<file path="config.mk">
export PLATFORM = sky130hd
export DESIGN_NAME = bcd_adder_seq
export DESIGN_NICKNAME = d
export VERILOG_FILES = /design/src/rtl/bcd_adder_seq.sv
export SDC_FILE = /design/constraint.sdc
export NUM_CORES = 1
export LEC_CHECK = 0
export ABC_AREA = 1
export CORE_MARGIN = 3
export CORE_UTILIZATION = 44
export CTS_CLUSTER_DIAMETER = 60
export DETAILED_ROUTE_END_ITERATION = 6
export PLACE_DENSITY = 0.78
export SLEW_MARGIN = 20
export SYNTH_ARGS = -nofsm -noshare
export SYNTH_HDL_FRONTEND = slang
export SYNTH_SLANG_ARGS = --single-unit
export TNS_END_PERCENT = 50
</file>
<file path="constraint.sdc">
create_clock -name CLOCK_50 -period 3.7 [get_ports CLOCK_50]
set_input_delay 0.74 -clock CLOCK_50 [delete_from_list [all_inputs] [get_ports CLOCK_50]]
set_output_delay 0.74 -clock CLOCK_50 [all_outputs]
set_load 0.1 [all_outputs]
</file>
<file path="src/rtl/bcd_adder_seq.sv">
// bcd_adder_seq: sequential N-digit packed-BCD adder, one decimal digit per clock, LSD first.
// Latency: start accepted at edge t -> busy after t..t+DIGITS-1, done/sum/cout/err/hex after t+DIGITS.
//          An operand digit > 9 is caught at the accept edge: done and err follow it immediately.
// Backpressure: none; start is only sampled in IDLE, so a start while busy or done is dropped.
//
// Ports:
//   CLOCK_50      rising-edge clock
//   RESET         synchronous active-high reset, has priority over start
//   start         operation request (IDLE only)
//   a, b          packed BCD operands, digit k at [4k+3:4k]
//   cin           decimal carry-in (ignored when subtracting)
//   op            0 = add, 1 = subtract (effective only with BCD_SUB_EN defined)
//   sum, cout     registered result and decimal carry-out (subtract: 1 = no borrow)
//   err           an operand digit was greater than 9
//   busy, done    in-flight flag / one-cycle result-valid pulse
//   hex           active-low seven-segment patterns, slot k = [7k+6:7k], MSB = segment a;
//                 slot DIGITS shows cout, all slots blank until a valid, error-free result
//
// Optional feature macro: BCD_SUB_EN (nines'-complement subtract path).

module bcd_adder_seq #(
  parameter int DIGITS = 2
) (
  input  logic                    CLOCK_50,
  input  logic                    RESET,
  input  logic                    start,
  input  logic [4*DIGITS-1:0]     a,
  input  logic [4*DIGITS-1:0]     b,
  input  logic                    cin,
  input  logic                    op,
  output logic [4*DIGITS-1:0]     sum,
  output logic                    cout,
  output logic                    err,
  output logic                    busy,
  output logic                    done,
  output logic [7*(DIGITS+1)-1:0] hex
);

  localparam int IW = (DIGITS > 1) ? $clog2(DIGITS) : 1;
  localparam logic [IW-1:0] LAST_IDX = IW'(DIGITS - 1);

  typedef enum logic [1:0] {
    S_IDLE,
    S_ADD,
    S_DONE
  } state_t;

  state_t                state_q;
  logic [4*DIGITS-1:0]   a_q;
  logic [4*DIGITS-1:0]   b_q;
  logic [IW-1:0]         idx_q;
  logic                  carry_q;
  logic [4*DIGITS-1:0]   sum_q;
  logic                  cout_q;
  logic                  err_q;
  logic                  busy_q;
  logic                  done_q;
  logic                  valid_q;

`ifdef BCD_SUB_EN
  logic                  op_q;
`else
  // op has no function without the subtract path.
  logic                  unused_op;
  assign unused_op = op;
`endif

  // Per-digit datapath for the digit currently selected by idx_q.
  logic [3:0] a_dig;
  logic [3:0] b_dig;
  logic [3:0] b_eff;
  logic [4:0] t_d;
  logic [3:0] dig_d;
  logic       carry_d;

  function automatic logic has_bad_digit(input logic [4*DIGITS-1:0] v);
    logic bad;
    bad = 1'b0;
    for (int k = 0; k < DIGITS; k++) begin
      if (v[4*k +: 4] > 4'd9) bad = 1'b1;
    end
    return bad;
  endfunction

  function automatic logic [6:0] seg7(input logic [3:0] d);
    logic [6:0] s;
    case (d)
      4'd0:    s = 7'b0000001;
      4'd1:    s = 7'b1001111;
      4'd2:    s = 7'b0010010;
      4'd3:    s = 7'b0000110;
      4'd4:    s = 7'b1001100;
      4'd5:    s = 7'b0100100;
      4'd6:    s = 7'b0100000;
      4'd7:    s = 7'b0001111;
      4'd8:    s = 7'b0000000;
      4'd9:    s = 7'b0000100;
      default: s = 7'b1111111;
    endcase
    return s;
  endfunction

  always_comb begin
    a_dig = '0;
    b_dig = '0;
    for (int k = 0; k < DIGITS; k++) begin
      if (idx_q == IW'(k)) begin
        a_dig = a_q[4*k +: 4];
        b_dig = b_q[4*k +: 4];
      end
    end
    b_eff = b_dig;
`ifdef BCD_SUB_EN
    // Nines' complement; together with the forced carry-in this forms A + (10^N - 1 - B) + 1.
    if (op_q) b_eff = 4'd9 - b_dig;
`endif
    t_d = {1'b0, a_dig} + {1'b0, b_eff} + {4'b0000, carry_q};
    if (t_d > 5'd9) begin
      dig_d   = 4'(t_d - 5'd10);
      carry_d = 1'b1;
    end else begin
      dig_d   = t_d[3:0];
      carry_d = 1'b0;
    end
  end

  always_ff @(posedge CLOCK_50) begin
    if (RESET) begin
      state_q <= S_IDLE;
      a_q     <= '0;
      b_q     <= '0;
      idx_q   <= '0;
      carry_q <= 1'b0;
      sum_q   <= '0;
      cout_q  <= 1'b0;
      err_q   <= 1'b0;
      busy_q  <= 1'b0;
      done_q  <= 1'b0;
      valid_q <= 1'b0;
`ifdef BCD_SUB_EN
      op_q    <= 1'b0;
`endif
    end else begin
      done_q <= 1'b0;
      case (state_q)
        S_IDLE: begin
          if (start) begin
            a_q     <= a;
            b_q     <= b;
            idx_q   <= '0;
            valid_q <= 1'b0;
            sum_q   <= '0;
            cout_q  <= 1'b0;
`ifdef BCD_SUB_EN
            op_q    <= op;
            carry_q <= op ? 1'b1 : cin;
`else
            carry_q <= cin;
`endif
            if (has_bad_digit(a) || has_bad_digit(b)) begin
              // Skip the ripple entirely; result stays zero and the display blanks.
              err_q   <= 1'b1;
              done_q  <= 1'b1;
              valid_q <= 1'b1;
              state_q <= S_DONE;
            end else begin
              err_q   <= 1'b0;
              busy_q  <= 1'b1;
              state_q <= S_ADD;
            end
          end
        end

        S_ADD: begin
          for (int k = 0; k < DIGITS; k++) begin
            if (idx_q == IW'(k)) sum_q[4*k +: 4] <= dig_d;
          end
          carry_q <= carry_d;
          if (idx_q == LAST_IDX) begin
            cout_q  <= carry_d;
            busy_q  <= 1'b0;
            done_q  <= 1'b1;
            valid_q <= 1'b1;
            state_q <= S_DONE;
          end else begin
            idx_q <= idx_q + IW'(1);
          end
        end

        // One dead cycle so a start coinciding with done is dropped.
        S_DONE: state_q <= S_IDLE;

        default: state_q <= S_IDLE;
      endcase
    end
  end

  always_comb begin
    hex = '1;
    if (valid_q && !err_q) begin
      for (int k = 0; k < DIGITS; k++) begin
        hex[7*k +: 7] = seg7(sum_q[4*k +: 4]);
      end
      hex[7*DIGITS +: 7] = seg7({3'b000, cout_q});
    end
  end

  assign sum  = sum_q;
  assign cout = cout_q;
  assign err  = err_q;
  assign busy = busy_q;
  assign done = done_q;

endmodule

</file>
==> results.md, run 1 <==
* Library cells used by synthesis at 32
* CTS root buffer: clkbuf_8
* Setup violators final at 0
* Int Power at approximately 910 µW
* Vias in the first global route at 2006
* ANT cells at 0
* CTS Hold Bufs at 0
* Drt pass-1 iters at 4
* Max Clk Rate at between 0.2 and 0.3 GHz
* WP data arrival at 3600 ps
* Switch Pwr at approximately 640 µW
* Clock power frac at ~22%
* Critical R2R Launch: idx_q
* Power Density at 483.1 nW/µm²
* Seq/Total Area, Yosys at ~36%
* Initial core utilization at 46.18%
* Final period utilization at about nine tenths
* Tightest Pin Transition at ~980 ps
* Die height at ~83 µm
* Crit path max fanout at 7
* Commonest cells after routing, fill and taps aside: nand2_1 (64), dfxtp_1 (47), nor2_1 (44)
* RePlAce Congestion at slightly above 0.8
* # H-tree levels at 2
* Clk_skew at 3.530 ps
* Via count at ~2200
* Crit path launch type: flop
* Largest net degree at the start of global routing at 25
* Status: completed
* Post-synth top area share at between 30% and 40%
* Crit path time final at between 3000 and 4000 ps
* Share of cells above drive strength 1 at between 20% and 30%
* Total grt overflow at 0
* Tot GR Track Use at between 10% and 20%
* Starting DRT DRC Count at between 70 and 80
* Top FF cell, synth: dfxtp_1
* Yosys warning total at 0
* Core Box Area at around 5600 µm²
* Reg2reg path depth at 21
* Area grow syn2layout at 23.96%
* Worst-path clk slew at 80 ps
* Number of synthesized register bits at 47
* Max_slew headroom at approximately 34%
* Die W at 82.72 µm
* Final WS setup at just under 300 ps
* Buffers on Ports at 51
* Place WS at about 240 ps
* Multi-input gate area at approximately 1400 µm²
* Die ar. at 6843 µm²
* Residual DRC count at 0
* Routed WL at between 5000 and 6000 µm
* Post-route ant nets at 0
* Final hold violation count at 0
* DP HPWL at around 3900 µm
* Max_cap viols at 0
* # rows at 27
* Logic pwr share at between 40% and 50%
* Clock latency at the later pin of the worst-skew pair at around 300 ps
* Static leakage at approximately 1.6 nW
* Hold depth at 2
* EDFF count, synth at 0
* Mapped Cells at 342
* Max-slew violation count at 0
* Max IR drop VDD at 0.2535 mV
* First-pass GRT wire length at ~8800 µm
* Most common library cell in the layout ignoring fill and taps: nand2_1
* Vias per cell at roughly 4.8
* Synth area leaders: dfxtp_1 (36%), nand2_1 (9.3%), ha_1 (8.2%), nor2_1 (6.4%), nand2_4 (5.7%)
* Hold path startpoint: valid_q
* Initial antenna violation count at 0
* Reg power frac at a little under two fifths
* Reg-to-reg slack, setup at about 300 ps
* Routed len/inst at roughly 11 µm
* Clock Tree Buf Depth at 2
* Worst Hold Class: reg2reg
* Switching share of power at about two fifths
* Avg Inst Size Synth at ~7.6 µm²
* CTS tree: done
* Num CTS Buffers at 5
* Storage element area at ~940 µm²
* Critical path class: reg2reg
* Post-Syn Area at between 2000 and 3000 µm²
* WP data required at just under 4000 ps
* Synth async-reset ratio at 0%
* CTS sink cnt at 47
* CP Capture Type: flop
* Number of I/O pins at 54
* Fill cell count at roughly 550
* Final nets at around 430
* Min-Delay Endpoint: valid_q
* Yosys top cell by area: dfxtp_1
* Fin util at a little under three fifths
* Synth Net Count at roughly 380
worst max path at each step:
stage / cells after the start / to / slack (ps) / start
finish: 21 / flop / 300 / idx_q
global route: 21 / flop / -10 / idx_q
detailed placement: 21 / flop / 240 / idx_q
floorplan: 5 / hex[16] / 280 / err
global placement: 21 / flop / 320 / idx_q
CTS: 21 / flop / 220 / idx_q
what timing repair did:
| action | CTS | global route |
|---|---|---|
| resized for setup | 0 | 2 |
| endpoints found under the setup margin | 0 | 4 |
| setup buffers | 0 | 2 |
power by group through the flow:
stage | registers, mW | logic (mW) | clock network (mW)
after detailed placement | 0.595 | 0.634 | 0
after global placement | 0.594 | 0.623 | 0
final | 0.583 | 0.635 | 0.333
after CTS | 0.583 | 0.635 | 0.341
after floorplan | 0.668 | 0.439 | 0
after global routing | 0.589 | 0.690 | 0.367
kinds of logic (layout without fill, tap and decap cells):
logic type,after synthesis,after routing,synth area share [%]
other cells,1,1,0.1448
fa+ha+maj,19,19,9.758
flops,47,47,36.33
simple gates,179,179,35.51
compound gates,44,44,9.565
buf+inv,52,103,8.695
metal layers:
metal	vias to the layer above	share of wire (%)	track usage (%)
li1	1169	-	-
met5	-	0	0
met4	0	1.8	6.209
met2	29	47	26.68
met3	9	3.0	3.471
met1	1008	48	21.88
critical path, cell delays in order (launching register included):
cell and delay [ps]:
dfxtp_1 380, clkinvlp_4 160, nand2_1 80, nand2_1 70
fa_1 440, inv_1 90, fa_2 470, ha_1 240
inv_1 90, a21oi_1 50, a21oi_2 110, nand2_2 80
nand2_2 90, nand2_1 50, nand3_1 100, nand2_1 100
nand2_4 110, inv_1 90, ha_1 220, nand3b_1 160
nand3_1 80, nand2_1 50
cell usage after synthesis (3+ instances only):
library cell	n
or2_2	17
nor2_1	44
nand3_1	25
nand3b_1	4
buf_4	5
nand2_2	4
nor2_4	5
o21ai_0	28
ha_1	17
buf_2	4
nand2_1	64
a21oi_1	7
clkbuf_1	3
inv_1	27
nand2_4	13
inv_2	9
dfxtp_1	47
layout make-up:
| cell class | instances | share of cell area (%) |
|---|---|---|
| inverter | 39 | 4.832 |
| timing repair buffer | 56 | 15.51 |
| sequential | 47 | 29.31 |
| tap | 72 | 2.806 |
| clock buffer | 8 | 3.118 |
| multi-input combinational | 243 | 44.43 |
per-stage QoR:
step,area [µm²],cells,power [mW],TNS [ps],hold slack (ps)
floorplan,2591,342,1.107,0,429.3
global route,3211,465,1.646,-15.42,504.6
finish,3211,465,1.551,0,463.4
global placement,3089,455,1.217,0,439.1
CTS,3189,463,1.560,0,466.7
detailed placement,3089,455,1.229,0,453.6
(Power assumes the default switching activity.)
==> run 2, diff against run 1 <==
SKIP_CTS_REPAIR_TIMING = 1   (was not set)
==> results of run 2 <==
No change in the layout: final DEF, timing and power equal those of run 1.
==> run 3, diff against run 2 <==
SLEW_MARGIN = 5   (was 20)
clock period = 3.2 ns   (was 3.7 ns; I/O delays follow)
==> results.md, run 3 (same netlist as run 1, synthesis figures left out) <==
* Crit path launch type: flop
* Multi-input gate area at 1490 µm² (+4.5%)
* Routed len/inst at 11.79 µm (+6.1%)
* CTS sink cnt at 47 (unchanged)
* Starting DRT DRC Count at 87 (+19%)
* Initial antenna violation count at 0 (unchanged)
* Setup violators final at 0 (unchanged)
* Drt pass-1 iters at 4 (unchanged)
* Post-route ant nets at 0 (unchanged)
* WP data arrival at 3240 ps (-360 ps)
* Residual DRC count at 0 (unchanged)
* # H-tree levels at 2 (unchanged)
* Max IR drop VDD at 0.2645 mV (+4.3%)
* Worst-path clk slew at 80 ps (about the same)
* Die ar. at 6843 µm² (unchanged)
* Buffers on Ports at 51 (unchanged)
* Max Clk Rate at 0.3288 GHz (+12%)
* Area grow syn2layout at 28.55%
* Die W at 82.72 µm (unchanged)
* Vias per cell at 4.802 (+0.81%)
* Final hold slack at 471.2 ps (+7.784 ps)
* Clock Tree Buf Depth at 2 (unchanged)
* First-pass GRT wire length at 9142 µm (+4.0%)
* Clk_skew at 7.425 ps (+3.895 ps)
* Vias in the first global route at 2101 (+4.7%)
* WP data required at 3400 ps (-500 ps)
* # rows at 27 (unchanged)
* Final hold violation count at 0 (unchanged)
* Max_cap viols at 0 (unchanged)
* Status: completed
* Number of I/O pins at 54 (unchanged)
* CTS tree: done
* Dpl cell area at 3128 µm² (+1.3%)
* Share of cells above drive strength 1 at 32.26% (+9.6 points)
* Static leakage at 1.663 nW (+4.4%)
* Clock latency at the later pin of the worst-skew pair at 300 ps (about the same)
* Setup_tns at 0 ps (unchanged)
* Placed cell count at 464 (+2.0%)
* Num CTS Buffers at 5 (unchanged)
* Most common library cell in the layout ignoring fill and taps: nand2_1
* Final period utilization at 95.04% (+3.1 points)
* Total grt overflow at 0 (unchanged)
* Max-slew violation count at 0 (unchanged)
* Fin util at 59.37% (+2.1 points)
* Fill cell count at 515 (-6.9%)
* CTS root buffer: clkbuf_8
* Worst Hold Class: reg2reg
* CP Capture Type: flop
* Final nets at 442 (+2.3%)
* Crit path max fanout at 8 (+1)
* Power Density at 562.6 nW/µm² (+16%)
* Via count at 2281 (+3.0%)
* Storage element area at 943.4 µm² (+0.27%)
* Crit path time final at 3041 ps (-362.3 ps)
* Commonest cells after routing, fill and taps aside: nand2_1 (58), dfxtp_1 (45), buf_4 (45)
* DP HPWL at 4210 µm (+7.5%)
* Final instance area at 3329 µm² (+3.7%)
* Critical path class: reg2reg
* Largest net degree at the start of global routing at 20 (-20%)
* Core Box Area at 5608 µm² (unchanged)
* RePlAce Congestion at 0.8342 (+1.7%)
* ANT cells at 0 (unchanged)
* Die height at 82.72 µm (unchanged)
* Final std cells w/o fill at 475 (+2.2%)
* Routed WL at 5600 µm (+8.4%)
* Tot GR Track Use at 17.11% (+0.50 points)
* Initial core utilization at 46.18% (unchanged)
==> run 3: changes by cell type in the layout (fill, tap and decap cells not counted), sizes merged <==
cell           previous run  this run
buf                      25        47
clkdlybuf4s50            31        19
inv                      38        39
clkbuf                    8         7
==> run 3: layout make-up <==
cell class	instances	share of cell area, %
clock buffer	7	2.894
clock inverter	1	0.2255
inverter	39	4.547
multi-input combinational	243	44.76
sequential	47	28.34
tap	72	2.706
timing repair buffer	66	16.54
==> run 3: final timing paths <==
path / from / slack [ps] / depth (start not counted) / to
worst min-delay path: valid_q / 470 / 2 / valid_q
worst min register to register: valid_q / 470 / 2 / valid_q
worst max register to register: idx_q / 160 / 21 / flop
worst max-delay path: idx_q / 160 / 21 / flop
==> run 3: layer usage <==
layer / routed length [µm] / GRT usage, % / up-vias / part of all wire, %
li1: - / - / 1189 / -
met1: 2524 / 22.13 / 1035 / 45
met2: 2738 / 28.53 / 47 / 49
met3: 224 / 3.145 / 10 / 4.0
met4: 113 / 5.882 / 0 / 2.0
met5: 0 / 0 / - / 0
==> run 3: through the flow <==
step	worst slack [ps]	power, mW
after floorplan	38.65	1.280
after global placement	16.17	1.427
after detailed placement	-39.78	1.445
after CTS	-53.95	1.830
after global routing	-32.95	1.978
final	158.9	1.873
==> run 3: worst max-delay path, cell delays in order (launching register included) <==
cell and delay [ps]:
dfxtp_2 330, buf_6 130, nand2_2 80, nand2_2 60, fa_2 370, inv_2 70, fa_2 480, ha_4 200
inv_2 50, a21oi_2 30, a21oi_2 110, nand2_2 80, nand2_2 80, nand2_2 50, nand3_2 90, nand2_2 70
nand2_4 90, inv_1 80, ha_1 190, nand3b_1 160, nand3_1 80, nand2_1 50
==> run 3: power by group <==
part           internal (mW)  switching, mW
combinational          0.241          0.565
clock                  0.197          0.195
sequential             0.650         0.0248
